`src/rtl/pc_unit.sv`:
```
`default_nettype none
// ============================================================================
// pc_unit : fetch PC register, next-PC select and circular return-address stack
// rev 1.0
// ============================================================================
module pc_unit #(
   parameter int          ADDR_W      = 64,
   parameter logic [63:0] RESET_PC    = 64'h0,
   parameter int          INSTR_SHIFT = 2,
   parameter int          RAS_DEPTH   = 4
) (
   input  logic                         clk,
   input  logic                         reset_n,
   input  logic                         stall,
   input  logic                         redirect_valid,
   input  logic [ADDR_W-1:0]            redirect_pc,
   input  logic                         br_taken,
   input  logic                         uncond_br,
   input  logic [18:0]                  cond_addr19,
   input  logic [25:0]                  br_addr26,
   input  logic                         is_call,
   input  logic                         is_ret,
   input  logic [ADDR_W-1:0]            ret_reg,
   output logic [ADDR_W-1:0]            pc,
   output logic [ADDR_W-1:0]            pc_seq,
   output logic [$clog2(RAS_DEPTH):0]   ras_count,
   output logic                         ras_used
);

   localparam int                PTR_W      = $clog2(RAS_DEPTH);
   localparam int                CNT_W      = PTR_W + 1;
   localparam logic [ADDR_W-1:0] c_incr     = ADDR_W'(1) << INSTR_SHIFT;
   localparam logic [ADDR_W-1:0] c_reset_pc = RESET_PC[ADDR_W-1:0];
   localparam logic [CNT_W-1:0]  c_full     = CNT_W'(RAS_DEPTH);

   logic [ADDR_W-1:0] r_pc;
   logic [PTR_W-1:0]  r_ptr;
   logic [CNT_W-1:0]  r_count;
   logic [ADDR_W-1:0] r_ras [RAS_DEPTH];

   logic [ADDR_W-1:0] w_seq;
   logic [ADDR_W-1:0] w_off19;
   logic [ADDR_W-1:0] w_off26;
   logic [ADDR_W-1:0] w_br_target;
   logic [ADDR_W-1:0] w_ret_target;
   logic [ADDR_W-1:0] w_next_pc;
   logic [PTR_W-1:0]  w_top_idx;
   logic              w_nonempty;
   logic              w_active;
   logic              w_push;
   logic              w_pop;
   logic              w_replace;

   // r_ptr names the next free slot; the top of stack sits one below it
   assign w_top_idx    = r_ptr - PTR_W'(1);
   assign w_nonempty   = (r_count != '0);
   assign w_active     = ~stall & ~redirect_valid;

   assign w_seq        = r_pc + c_incr;
   assign w_off19      = {{(ADDR_W-19){cond_addr19[18]}}, cond_addr19} << INSTR_SHIFT;
   assign w_off26      = {{(ADDR_W-26){br_addr26[25]}}, br_addr26} << INSTR_SHIFT;
   assign w_br_target  = r_pc + (uncond_br ? w_off26 : w_off19);
   assign w_ret_target = w_nonempty ? r_ras[w_top_idx] : ret_reg;

   assign w_push       = is_call & br_taken & w_active;
   assign w_pop        = is_ret & w_active & w_nonempty;
   // call and return together: top entry is swapped in place, depth unchanged
   assign w_replace    = w_push & w_pop;

   always_comb begin
      w_next_pc = w_seq;
      if (redirect_valid) begin
         w_next_pc = redirect_pc;
      end else if (stall) begin
         w_next_pc = r_pc;
      end else if (is_ret) begin
         w_next_pc = w_ret_target;
      end else if (br_taken) begin
         w_next_pc = w_br_target;
      end
   end

   always_ff @(posedge clk or negedge reset_n) begin
      if (!reset_n) begin
         r_pc <= c_reset_pc;
      end else begin
         r_pc <= w_next_pc;
      end
   end

   // full stack pushes wrap onto the oldest slot; count saturates at depth
   always_ff @(posedge clk or negedge reset_n) begin
      if (!reset_n) begin
         r_ptr   <= '0;
         r_count <= '0;
         for (int i = 0; i < RAS_DEPTH; i++) begin
            r_ras[i] <= '0;
         end
      end else if (w_replace) begin
         r_ras[w_top_idx] <= w_seq;
      end else if (w_push) begin
         r_ras[r_ptr] <= w_seq;
         r_ptr        <= r_ptr + PTR_W'(1);
         if (r_count != c_full) begin
            r_count <= r_count + CNT_W'(1);
         end
      end else if (w_pop) begin
         r_ptr   <= r_ptr - PTR_W'(1);
         r_count <= r_count - CNT_W'(1);
      end
   end

   assign pc        = r_pc;
   assign pc_seq    = w_seq;
   assign ras_count = r_count;
   assign ras_used  = is_ret & w_nonempty & w_active;

endmodule
`default_nettype wire

```
`config.mk`:
```
export PLATFORM = sky130hd
export DESIGN_NAME = pc_unit
export DESIGN_NICKNAME = d
export VERILOG_FILES = /design/src/rtl/pc_unit.sv
export SDC_FILE = /design/constraint.sdc
export NUM_CORES = 1
export LEC_CHECK = 0
export CELL_PAD_IN_SITES_DETAIL_PLACEMENT = 0
export CELL_PAD_IN_SITES_GLOBAL_PLACEMENT = 1
export CORE_ASPECT_RATIO = 1.1
export CORE_MARGIN = 3
export CORE_UTILIZATION = 38
export DETAILED_ROUTE_END_ITERATION = 12
export PLACE_DENSITY_LB_ADDON = 0.1
export SYNTH_ARGS = -nofsm -noshare
export SYNTH_HDL_FRONTEND = slang
export SYNTH_SLANG_ARGS = --single-unit
```
`constraint.sdc`:
```
create_clock -name clk -period 2.9 [get_ports clk]
set_input_delay 0.435 -clock clk [delete_from_list [all_inputs] [get_ports clk]]
set_output_delay 0.435 -clock clk [all_outputs]
set_load 0.05 [all_outputs]
```
# After elaboration in Yosys (flattened, before gate mapping)
# Cells that the tools add are included.
[word_totals]
latchBits = 0
mem_bits_rw = 0
romBits = 0
n_memories = 0
ff_bits = 325
[classes]
multipliers = 0
add_sub_neg = 6
shift = 0
n_reduce_logical = 7
mux = 22
eq_ne = 3
bitwise_logic = 13
magnitude_cmp = 4
div_mod_pow = 0
[op_table]
columns = ["cell", "n"]
rows = [
  ["$mux 64", 10],
  ["$bwmux 256", 2],
  ["$mux 256", 2],
  ["$demux 64 s2", 2],
  ["$bmux 64 s2", 1],
  ["$add 64x3->64 const B", 1],
  ["$add 64x64->64", 1],
  ["$mux 3", 3],
  ["$and 1x1->1", 8],
  ["$ge 3x3->1 const B", 2],
  ["$lt 3x1->1 const B", 2],
  ["$not 2->3", 2],
  ["$mux 2", 2],
  ["$ne 2x1->1 const B", 2],
  ["$reduce_bool 2->1", 2],
  ["$add 3x1->3 const B", 1],
  ["$ne 3x3->1 const B", 1],
  ["$not 1->1", 3],
  ["$reduce_and 3->1", 1],
  ["$reduce_bool 3->1", 1],
  ["$sub 3x1->3 const B", 1],
  ["$add 2x1->2 const B", 1],
  ["$logic_and 1x1->1", 2],
  ["$reduce_and 2->1", 1],
  ["$sub 2x1->2 const B", 1],
]

# Longest topological paths before layout
[logic_depth]
ltp_word = 9
mapped_depth = 16
ltp_nobuf = 13

# Least setup slack after synthesis
# No wires, ideal clock.
[synth_path]
path_kind = "input-to-reg"
start = "in uncond_br"
end = "reg r_pc[57] (netlist: pc[57])"
setup_ps = 136
path_buffers = 3
required_time_ps = 2764
stages = 16
setup_slack_ps = -1427
t_arrival_ps = 4191
path_cell_list = "clkbuf_1 > nand2b_1 > clkbuf_1 > nand2_1 > ha_1 > clkbuf_1 > a21o_1 > a21o_1 > a21oi_1 > nand3_1 > o31ai_1 > o31ai_2 > nand2_1 > nand2_1 > a2111oi_0 > o31ai_1"
[synth_via]
elab_chain_cells = 6
[synth_rtl]
columns = ["item", "line_no", "text"]
rows = [
  ["from (decl)", "18", "input logic uncond_br,"],
  ["$mux 64", "62", "assign w_br_target = r_pc + (uncond_br ? w_off26 : w_off19);"],
  ["$add 64x64->64", "62", ""],
  ["$mux 64", "78", "end else if (br_taken) begin"],
  ["$mux 64", "76", "end else if (is_ret) begin"],
  ["$mux 64", "74", "end else if (stall) begin"],
  ["$mux 64", "72", "if (redirect_valid) begin"],
  ["to (signal assigned)", "85", "r_pc <= c_reset_pc;"],
  ["to (signal assigned)", "87", "r_pc <= w_next_pc;"],
  ["to (decl)", "36", "logic [ADDR_W-1:0] r_pc;"],
]
# No other way between the ends. The select of a mux whose other input is x is not followed.
# A chain may end at the register's enable or synchronous reset.

# Worst setup path in the final report
[layout_path]
start = "reg r_pc[11] (netlist: pc[11])"
end = "out pc_seq[33]"
[layout_via]
elab_chain_cells = 1
[layout_rtl]
columns = ["item", "line_no", "text"]
rows = [
  ["$add 64x3->64", "59", "assign w_seq = r_pc + c_incr;"],
  ["to (decl)", "25", "output logic [ADDR_W-1:0] pc_seq,"],
]
# No other way between the ends.

==> out/results.ini <==
[power]
leakage_uw = 0.01469
power.density_nw_per_um2 = 934.7
netSwitchingPower_uw = 13570
power_frac_seq_pct = 24.9
total_power_uw = 31450
ir_drop_v = 0.0007658
p_int_uw = 17880
p_sw_share_pct = 43.15
power_frac_comb_pct = 58.8
power.share.clock_pct = 16.3

[detailed_routing]
wl_mm = 97.33
wl_per_cell_um = 24.45
dr.pass1.iters = 6
via_per_inst = 5.633
detail-route-antenna-nets = 0
vias = 22420
drt-initial-drc-count = 2042
drc = 0

[synthesis]
synthFlopType = dfrtp_1
post-synth-top-count-cell = a21oi_1
synth.net_count = 2654
ys_ff_latch = 325
seq_area_frac_synth_pct = 39.25
synth_edf_count = 0
synth_top_cell_by_area = dfrtp_1
synth.top_cell.area_share_pct = 39.25
synth_warnings = 0
synthTopCellsByCount = a21oi_1, nor2_1, dfrtp_1
ys_top_cells_by_area = dfrtp_1, a21oi_1, mux4_2
syn_inst = 2403
synth_cell_types = 74
synthArstFlopShare_pct = 100.0
syn_area_per_cell_sq_um = 8.622
synth_area_sq_um = 20720

[clock_network]
clock-root-buffer = clkbuf_16
cts_tree = built
cts.sinks = 325
htreeDepth = 2
cts_buffer_depth = 3
path_clk_slew_ps = 70
cts_buffers = 38
worstSkewPairLatency_ps = 590

[placed_design]
dp_hpwl_mm = 72.30
pre_cts_slack_ps = -1445
gp_congestion = 0.9844
portBuffers = 312
dp_cells = 3780

[worst_setup_path]
cp_slowest_cell = or4_4
critical_path_arrival_ps = 3060
max_stage_delay_ps = 530
setup.worst_path.start_class = register
crit_path_end_kind = output port
critPathMaxFanout = 3
critPathRequiredTime_ps = 2470
critPathKind = reg -> out
cp_cell_sequence = nand3_2 -> or4_4 -> or4_4 -> buf_6 -> nor2_4 -> and3_4 -> xnor2_4 -> buf_6 -> inv_4 -> buf_12

[outcome]
violations = setup timing
status = complete, but fails checks

[sta]
worst_pin_slew_ps = 682.6
rsz0062_at_grt = true
maxClockFrequency_ghz = 0.2864
setup_slack_ps = -591.4
setup_viol = 84
slew_violations = 0
period_needed_ps = 3491
fin_skew_ps = 28.42
relSlewSlack_pct = 54.49
hold_violations = 0
fin_crit_sh_pct = 120.4

[grt]
grt_pass1_vias = 21960
grt_max_degree = 100
antenna_found_initial = 4
grt_usage_pct = 33.04
grt.overflow.total = 0
grt_pass1_wl_mm = 142.6

[die]
num_io_pins = 313
dieArea_sq_um = 57360
row_count = 89
die_h_um = 250.9
fp.dieW_um = 228.6
start_util_pct = 38.52
core_area_sq_um = 53790

[cells_and_area]
stdcell_count = 3981
area_growth_syn_to_layout_pct = 62.38
final_nets = 3473
drive_gt1_share_pct = 38.60
utilization_pct = 62.55

[run]
cap_violations = 0

[hold_path]
hold_class = in -> reg

[through the flow]
stage	hold WS, ps	setup TNS, ps	area, sq um
final	177.3	-22890	33640
after global routing	205.7	-32270	33640
after CTS	155.8	-22730	32520
after detailed placement	445.6	-65870	28850
after global placement	436.5	-63510	28850
after floorplan	139.4	-8942	21480
[final cells by class]
type	instances	area, sq um
fillers	4666	20140
flip-flops and latches	325	8184
multi-input cells	1836	14220
diodes	2	5.005
clock buffers	53	1077
clock inverters	16	245.2
inverters	83	349.1
well taps	728	910.9
repair buffers	938	8652
[cells in the final DEF (no fill, tap or decap), types with 31 or more instances in the layout]
| master | netlist | layout |
|---|---|---|
| o21ai_1 | 3 | 44 |
| dfrtp_1 | 325 | 288 |
| clkbuf_16 | 0 | 38 |
| xnor2_2 | 1 | 32 |
| buf_6 | 0 | 71 |
| nand2_1 | 292 | 270 |
| ha_1 | 68 | 38 |
| a21o_1 | 31 | 31 |
| mux4_2 | 64 | 64 |
| a21oi_1 | 370 | 344 |
| o21ai_0 | 109 | 56 |
| nor2_1 | 351 | 327 |
| buf_4 | 2 | 550 |
| buf_12 | 0 | 44 |
| dfrtp_2 | 0 | 35 |
| clkdlybuf4s50_1 | 0 | 241 |
| inv_1 | 81 | 39 |
[registers in the layout, indices dropped and copies added, names as in the netlist]
name	flops
ras_count	3
r_ras	256
pc	64
r_ptr	2
[cells by family (layout without fill, tap and decap cells)]
| kind of cell | count (synthesis) | count (layout) | share of synthesized area (%) |
|---|---|---|---|
| other | 0 | 2 | 0 |
| buffers and inverters | 244 | 1090 | 4.511 |
| AND/OR/NAND/NOR | 833 | 835 | 17.42 |
| AO/OA/AOI/OAI | 702 | 702 | 20.01 |
| adder cells (fa/ha/maj) | 70 | 70 | 4.300 |
| multiplexers | 117 | 117 | 9.729 |
| flip-flops | 325 | 325 | 39.25 |
| XOR/XNOR | 112 | 112 | 4.771 |
[power by group through the flow]
stage	combinational, uW	sequential (uW)	clock, uW
after detailed placement	16300	7930	0
after global placement	16100	7780	0
after CTS	17500	7790	5210
after floorplan	8750	8270	0
after global routing	19700	8040	5380
final	18500	7830	5120
[critical path: cells and delay by family (launching register included)]
family | cells | cell delay, ps
and+or+nand+nor | 5 | 1460
buffers and inverters | 4 | 460
DFF | 1 | 390
xor gates and xnor gates | 1 | 150
[path summary, 6_finish.rpt]
check,from,end,slack [ps],cells after the start
setup / recovery,pc[11]$_DFFE_PN0P_,pc_seq[33],-590,10
setup reg to reg,pc[2]$_DFFE_PN0P_,pc[38]$_DFFE_PN0P_,-350,15
hold reg to reg,r_ras[1]$_DFFE_PN0P_,r_ras[1]$_DFFE_PN0P_,500,1
min in group asynchronous,reset_n,pc[57]$_DFFE_PN0P_,400,2
hold / removal,stall,pc[31]$_DFFE_PN0P_,180,4
max in group asynchronous,reset_n,r_ras[60]$_DFFE_PN0P_,1590,4
[timing repair]
item,in CTS,in global routing
endpoints found under the setup margin,116,115
hold endpoints to repair,50,0
buffers inserted,94,46
resized for setup,346,183
hold buffers,1,0
gates cloned,3,1
pin swaps,130,142
[routing by layer]
| metal | wire length [um] | vias up | GRT usage [%] |
|---|---|---|---|
| met3 | 9703 | 139 | 8.307 |
| met4 | 2636 | 0 | 9.275 |
| met1 | 44550 | 11150 | 50.82 |
| li1 | - | 10160 | - |
| met5 | 0 | - | 0 |
| met2 | 40440 | 974 | 45.75 |
(Power assumes the default switching activity.)
